$ cat config.mk
export PLATFORM = sky130hd
export DESIGN_NAME = hs32_mem_arb
export DESIGN_NICKNAME = d
export VERILOG_FILES = /design/src/rtl/hs32_mem_arb.sv
export SDC_FILE = /design/constraint.sdc
export NUM_CORES = 1
export LEC_CHECK = 0
export CAP_MARGIN = 20
export CORE_UTILIZATION = 42
export CTS_CLUSTER_DIAMETER = 50
export DETAILED_ROUTE_END_ITERATION = 10
export GPL_TIMING_DRIVEN = 0
export PLACE_DENSITY = 0.86
export SLEW_MARGIN = 20
export SYNTH_ARGS = -nofsm -noshare
export SYNTH_HDL_FRONTEND = slang
export SYNTH_SLANG_ARGS = --single-unit
$ cat constraint.sdc
create_clock -name clk -period 3.5 [get_ports clk]
set_input_delay 0.7 -clock clk [delete_from_list [all_inputs] [get_ports clk]]
set_output_delay 0.7 -clock clk [all_outputs]
set_load 0.01 [all_outputs]
$ cat src/rtl/hs32_mem_arb.sv
// Purpose: arbitrates NCH requester channels onto one registered external valid/ready memory bus.
// Latency: req -> valid 1 cycle, ready -> rdy 1 cycle, then one idle cycle (3 cycles per transfer best case).
// Backpressure: external ready may stall a transfer indefinitely; requesters hold their request until rdy.
module hs32_mem_arb #(
   parameter int NCH = 2,
   parameter int AW  = 32,
   parameter int DW  = 32,
   parameter int RR  = 0
) (
   input  logic              clk,
   input  logic              reset,
   input  logic [NCH-1:0]    req,
   input  logic [NCH-1:0]    rw_ch,
   input  logic [NCH*AW-1:0] addr_ch,
   input  logic [NCH*DW-1:0] dtw_ch,
   output logic [NCH*DW-1:0] dtr_ch,
   output logic [NCH-1:0]    rdy,
   output logic [NCH-1:0]    gnt,
   output logic [AW-1:0]     addr,
   output logic              rw,
   output logic [DW-1:0]     dout,
   input  logic [DW-1:0]     din,
   output logic              valid,
   input  logic              ready
);

   localparam int IW = (NCH > 1) ? $clog2(NCH) : 1;

   typedef enum logic [1:0] {
      IDLE = 2'd0,
      BUS  = 2'd1,
      RESP = 2'd2
   } state_t;

   state_t         state;
   state_t         state_nxt;

   // Most recently granted channel; the round-robin search starts just above it.
   logic [IW-1:0]  last;

   logic [IW-1:0]  win;
   logic [IW-1:0]  lo_idx;
   logic [IW-1:0]  hi_idx;
   logic           hi_found;
   logic [NCH-1:0] win_oh;
   logic [AW-1:0]  sel_addr;
   logic [DW-1:0]  sel_dtw;
   logic           sel_rw;

   logic           any_req;
   logic           do_grant;
   logic           do_done;
   logic           do_release;

   assign any_req = |req;

   // Winner selection: lowest requester overall, or (round-robin) lowest requester above last,
   // wrapping to the lowest requester overall when nothing above last is asking.
   always_comb begin
      lo_idx   = '0;
      hi_idx   = '0;
      hi_found = 1'b0;
      for (int i = NCH - 1; i >= 0; i--) begin
         if (req[i]) begin
            lo_idx = IW'(i);
         end
         if (req[i] && (i > int'(last))) begin
            hi_idx   = IW'(i);
            hi_found = 1'b1;
         end
      end
      if ((RR != 0) && hi_found) begin
         win = hi_idx;
      end else begin
         win = lo_idx;
      end
   end

   // Route the winning channel's request fields towards the bus registers.
   always_comb begin
      sel_addr = '0;
      sel_dtw  = '0;
      sel_rw   = 1'b0;
      win_oh   = '0;
      for (int i = 0; i < NCH; i++) begin
         if (win == IW'(i)) begin
            sel_addr  = addr_ch[i*AW +: AW];
            sel_dtw   = dtw_ch[i*DW +: DW];
            sel_rw    = rw_ch[i];
            win_oh[i] = 1'b1;
         end
      end
   end

   // FSM state register.
   always_ff @(posedge clk or negedge reset) begin
      if (!reset) begin
         state <= IDLE;
      end else begin
         state <= state_nxt;
      end
   end

   // FSM next state and per-phase strobes; req is only looked at in IDLE, ready only in BUS.
   always_comb begin
      state_nxt  = state;
      do_grant   = 1'b0;
      do_done    = 1'b0;
      do_release = 1'b0;
      case (state)
         IDLE: begin
            if (any_req) begin
               do_grant  = 1'b1;
               state_nxt = BUS;
            end
         end
         BUS: begin
            if (ready) begin
               do_done   = 1'b1;
               state_nxt = RESP;
            end
         end
         RESP: begin
            do_release = 1'b1;
            state_nxt  = IDLE;
         end
         default: begin
            state_nxt = IDLE;
         end
      endcase
   end

   // External bus registers and ownership: captured on grant, frozen through BUS and RESP.
   always_ff @(posedge clk or negedge reset) begin
      if (!reset) begin
         addr  <= '0;
         rw    <= 1'b0;
         dout  <= '0;
         valid <= 1'b0;
         gnt   <= '0;
         last  <= IW'(NCH - 1);
      end else begin
         if (do_grant) begin
            addr  <= sel_addr;
            rw    <= sel_rw;
            dout  <= sel_dtw;
            valid <= 1'b1;
            gnt   <= win_oh;
            last  <= win;
         end
         if (do_done) begin
            valid <= 1'b0;
         end
         if (do_release) begin
            gnt <= '0;
         end
      end
   end

   // Completion pulse to the owner and read-data return; dtr_ch of a channel only moves on its own read.
   always_ff @(posedge clk or negedge reset) begin
      if (!reset) begin
         rdy    <= '0;
         dtr_ch <= '0;
      end else begin
         rdy <= do_done ? gnt : '0;
         if (do_done && !rw) begin
            for (int i = 0; i < NCH; i++) begin
               if (gnt[i]) begin
                  dtr_ch[i*DW +: DW] <= din;
               end
            end
         end
      end
   end

endmodule

# After elaboration in Yosys (flattened, before gate mapping)
# Index checks and enable logic that the tools add are counted.
[totals]
regBits = 136
output_inout_bits = 134
wordCells = 42
inputBits = 167
[op_classes]
n_mux = 20
n_eq_ne = 4
reduce_logical = 9
[ops]
columns = ["operator", "n"]
rows = [
  ["$mux W32", 2],
  ["$mux W1", 12],
  ["$mux W2", 5],
  ["$reduce_and A2 Y1", 3],
  ["$ne A2 B2 Y1 const B", 2],
  ["$pmux W2 S2", 1],
  ["$reduce_bool A2 Y1", 2],
  ["$eq A2 B1 Y1 const B", 1],
  ["$eq A2 B2 Y1 const B", 1],
  ["$logic_not A2 Y1", 1],
  ["$reduce_or A2 Y1", 1],
  ["$logic_and A1 B1 Y1", 1],
  ["$logic_not A1 Y1", 1],
]

# Logic depth before layout (Yosys ltp)
[logic_depth]
ltp_word = 5
depth_mapped = 6
mapped_depth_nobuf = 3

# Worst setup path after synthesis
# OpenSTA, ideal clock, no wires.
[synth_path]
path_type = "input -> register"
start = "input port req[0]"
end = "register addr[0]"
setup_ns = 0.126
setup_slack_ns = 1.807
cell_stages = 6
path_buffers = 3
required_time_ns = 3.374
arrival_ns = 1.567
path_cell_list = "nand2b_1 -> buf_4 -> nor3_2 -> buf_6 -> buf_6 -> a221o_1"
[synth_via]
elab_chain_len = 3
elab_cells_between_ends = 5
classes_between = "mux: 4; reduce/logical: 1"
[synth_rtl]
columns = ["item", "line_no", "rtl"]
rows = [
  ["from (decl)", "12", "input logic [NCH-1:0] req,"],
  ["$reduce_or A2 Y1", "55", "assign any_req = |req;"],
  ["$mux W1", "112", "if (any_req) begin"],
  ["$mux W1", "110", "case (state)"],
  ["to (signal assigned)", "144", "addr <= sel_addr;"],
  ["to (decl)", "19", "output logic [AW-1:0] addr,"],
]
# Several ways; a longest one is shown, not always the timed one.
# A chain may end at the register's enable or synchronous reset.

# Final worst setup path
[layout_path]
start = "input port req[0]"
end = "register dout[28]"
[layout_via]
elab_chain_len = 3
elab_cells_between_ends = 5
classes_between = "mux: 4; reduce/logical: 1"
[layout_rtl]
columns = ["item", "line_no", "rtl"]
rows = [
  ["$reduce_or A2 Y1", "55", ""],
  ["$mux W1", "112", ""],
  ["$mux W1", "110", ""],
  ["to (signal assigned)", "146", "dout <= sel_dtw;"],
  ["to (decl)", "21", "output logic [DW-1:0] dout,"],
]
# Several ways; a longest one is shown, not always the timed one.

==> run_results.csv <==
group,metric,value,unit
status,status,"finished, final reports clean",
logic_synthesis,synth_warnings,0,
finish,area_growth,69.77,%
sta,final-hold-violation-count,0,
worst_setup_path,path_max_fanout,10,
route,antenna_left,0,
floorplanning,start_util,0.4357,
cts,ctsHoldBuffers,0,
logic_synthesis,syn_area,5543,um^2
worst_setup_path,crit_path_start_kind,"input pin",
sta,worst_slew_pin_slew,585.8,ps
cts,clockBufferDepth,2,
floorplanning,die_y,116.9,um
hold_path,min_path_type,"in2async",
sta,min_period,2225,ps
logic_synthesis,ys_seq_elements,136,
cts,cts_setup_buffers,0,
global_routing,grt_max_degree,72,
sta,fin_tns_setup,0,ps
worst_setup_path,r2r_slack,1610,ps
power_and_ir_drop,leakage,3.987,nW
worst_setup_path,r2r_end,"dout[28]",
cts,worstSkewPairLatency,410,ps
finish,layout.nets,865,
worst_setup_path,worstReg2RegStart,"state[1]",
sta,max_freq,449.3,MHz
floorplanning,coreArea,12720,um^2
floorplanning,core.rowCount,41,
logic_synthesis,synth_nets,545,
global_routing,gr-usage-all-layers,0.2440,
global_routing,antenna_found_initial,0,
sta,rsz0062_at_grt,"no",
cts,cts.clk_slew.worst_paths,60,ps
route,vias,4483,
cts,cts_sinks,136,
sta,post-route-period-util,0.6358,
route,wl_met3,1372,um
power_and_ir_drop,power,0.008187,W
route,drt_wl_total,16490,um
cts,cts_buffers,17,
worst_setup_path,arrival,2570,ps
finish,final_util,0.7397,
global_routing,grt_pass1_wl,24790,um
cts,cts_resized,0,
floorplanning,dieArea,13660,um^2
worst_setup_path,crit_required,3840,ps
sta,fin_skew,8.448,ps
job,max-cap-violations,0,
route,top_layer,"met4",
logic_synthesis,avgSynthCellArea,14.66,um^2
worst_setup_path,reg2reg_depth,5,
route,drtIter0Drc,197,
cts,htree_levels,4,
route,drt_pre_antenna_iters,6,
route,m1WireLength,6066,um
worst_setup_path,path_class,"in2reg",
sta,slew_violations,0,
route,via_per_inst,5.077,
logic_synthesis,ys_seq_area_frac,0.6140,
logic_synthesis,netlist_instances,378,
power_and_ir_drop,powerDensity,870.0,nW/um^2
worst_setup_path,cp-end-kind,"flip-flop",
cts,root_buffer,"clkbuf_16",
finish,layout-drive-gt1-share,0.1055,
cts,cts_tree,"yes",
route,drc,0,
floorplanning,ios,301,
route,wl_met2,8784,um
sta,relSlewSlack,0.6095,
floorplanning,die_w,116.9,um
place,place_congestion,0.7920,
sta,setup-violations-final,0,
place,place_hpwl,12410,um
route,post_drt_wl_per_cell,18.68,um
finish,n_antenna_cell,0,
global_routing,grt.overflow.total,0,
logic_synthesis,synth.distinct_cells,25,
place,io_buffer_count,300,
global_routing,grt_pass1_vias,4766,
power_and_ir_drop,ir_drop,0.4433,mV
==> worst max path at each step <==
stage                to  slack [ps]  cells past startpoint    from
3_5_place_dp   dout[28]         830                      6  req[0]
4_1_cts        dout[28]        1270                      6  req[0]
6_report       dout[28]        1270                      6  req[0]
3_3_place_gp   addr[17]       -3280                      1   reset
5_1_grt        dout[28]        1150                      6  req[0]
2_1_floorplan   addr[0]        1810                      6  req[0]
==> flip-flops by register name, summed over array words and instances, names as in the netlist <==
| signal | cells |
|---|---|
| addr | 32 |
| dout | 32 |
| dtr_ch | 64 |
| gnt | 2 |
| rdy | 2 |
| rw | 1 |
| state | 2 |
| valid | 1 |
==> where the power goes <==
part           internal [W]  switching [W]  total [W]  leakage [nW]
combinational       0.00214        0.00138    0.00352          2.04
sequential          0.00235       0.000462    0.00281          1.66
clock               0.00114       0.000718    0.00186         0.292
==> layout make-up <==
cell class / instances / area [um^2]
buffer: 26 / 178.9
clock buffer: 18 / 429.2
clock inverter: 14 / 187.7
fill: 831 / 3312
inverter: 3 / 11.26
multi-input combinational: 213 / 1949
sequential: 136 / 3403
tap: 172 / 215.2
timing repair buffer: 301 / 3035
==> critical path: stages <==
cell and delay (ps):
clkdlybuf4s50_1 530, nor3b_2 380, buf_2 300, clkbuf_1 320, and2_0 210, a221o_1 120
==> synthesized netlist by cell type <==
master,instances,share of area
buf_6,9,0.018
nor3b_1,1,0.0014
nor2_1,1,0.00068
nor3b_2,1,0.0023
or2_2,1,0.0011
a22oi_1,1,0.0014
mux2_2,18,0.037
o21ai_0,2,0.0018
nand2b_1,1,0.0011
and4bb_2,1,0.0023
a221o_1,58,0.10
buf_4,1,0.0014
o31ai_1,1,0.0014
buf_2,8,0.0072
clkbuf_1,8,0.0054
inv_1,3,0.0020
dfrtp_1,136,0.61
o21ai_1,1,0.00090
nor3_2,1,0.0018
and2_0,7,0.0079
nand2_1,1,0.00068
a21oi_1,2,0.0018
mux2_1,60,0.12
nand2_2,2,0.0023
and2_1,53,0.060
==> cell families after synthesis <==
family,count (synthesis),share of synthesized area
buf+inv,29,0.03431
compound gates,65,0.1120
flops,136,0.6140
simple gates,70,0.08126
mux,78,0.1585
==> per-stage QoR <==
stage / setup WS [ps] / hold slack [ps] / area (um^2) / std cells
3_3_place_gp: -3281 / 472.1 / 8761 / 850
2_1_floorplan: 1807 / 404.4 / 5543 / 378
5_1_grt: 1154 / 252.8 / 9410 / 883
4_1_cts: 1267 / 234.9 / 9410 / 883
3_5_place_dp: 831.7 / 480.1 / 8793 / 851
6_report: 1275 / 228.3 / 9410 / 883
==> layer usage <==
metal,track usage,up-vias
met5,0,-
met4,0.08945,0
met3,0.07673,22
met2,0.4465,204
met1,0.2645,2216
li1,-,2041
==> layout by cell type, fill, tap and decap left out <==
cell	count
clkdlybuf4s50_1	299
dfrtp_1	136
mux2_1	60
a221o_1	58
and2_1	53
mux2_2	18
clkbuf_16	17
buf_6	9
clkbuf_1	9
buf_2	8
and2_0	7
inv_6	5
inv_1	3
bufinv_16	3
clkinvlp_4	3
nand2_2	2
o21ai_0	2
a21oi_1	2
inv_8	2
nor3b_1	1
nand2b_1	1
buf_4	1
nor3_2	1
nor2_1	1
o21ai_1	1
nor3b_2	1
and4bb_2	1
o31ai_1	1
a22oi_1	1
nand2_1	1
or2_2	1
clkinv_4	1
buf_8	1
buf_16	1
(Power assumes the default switching activity.)
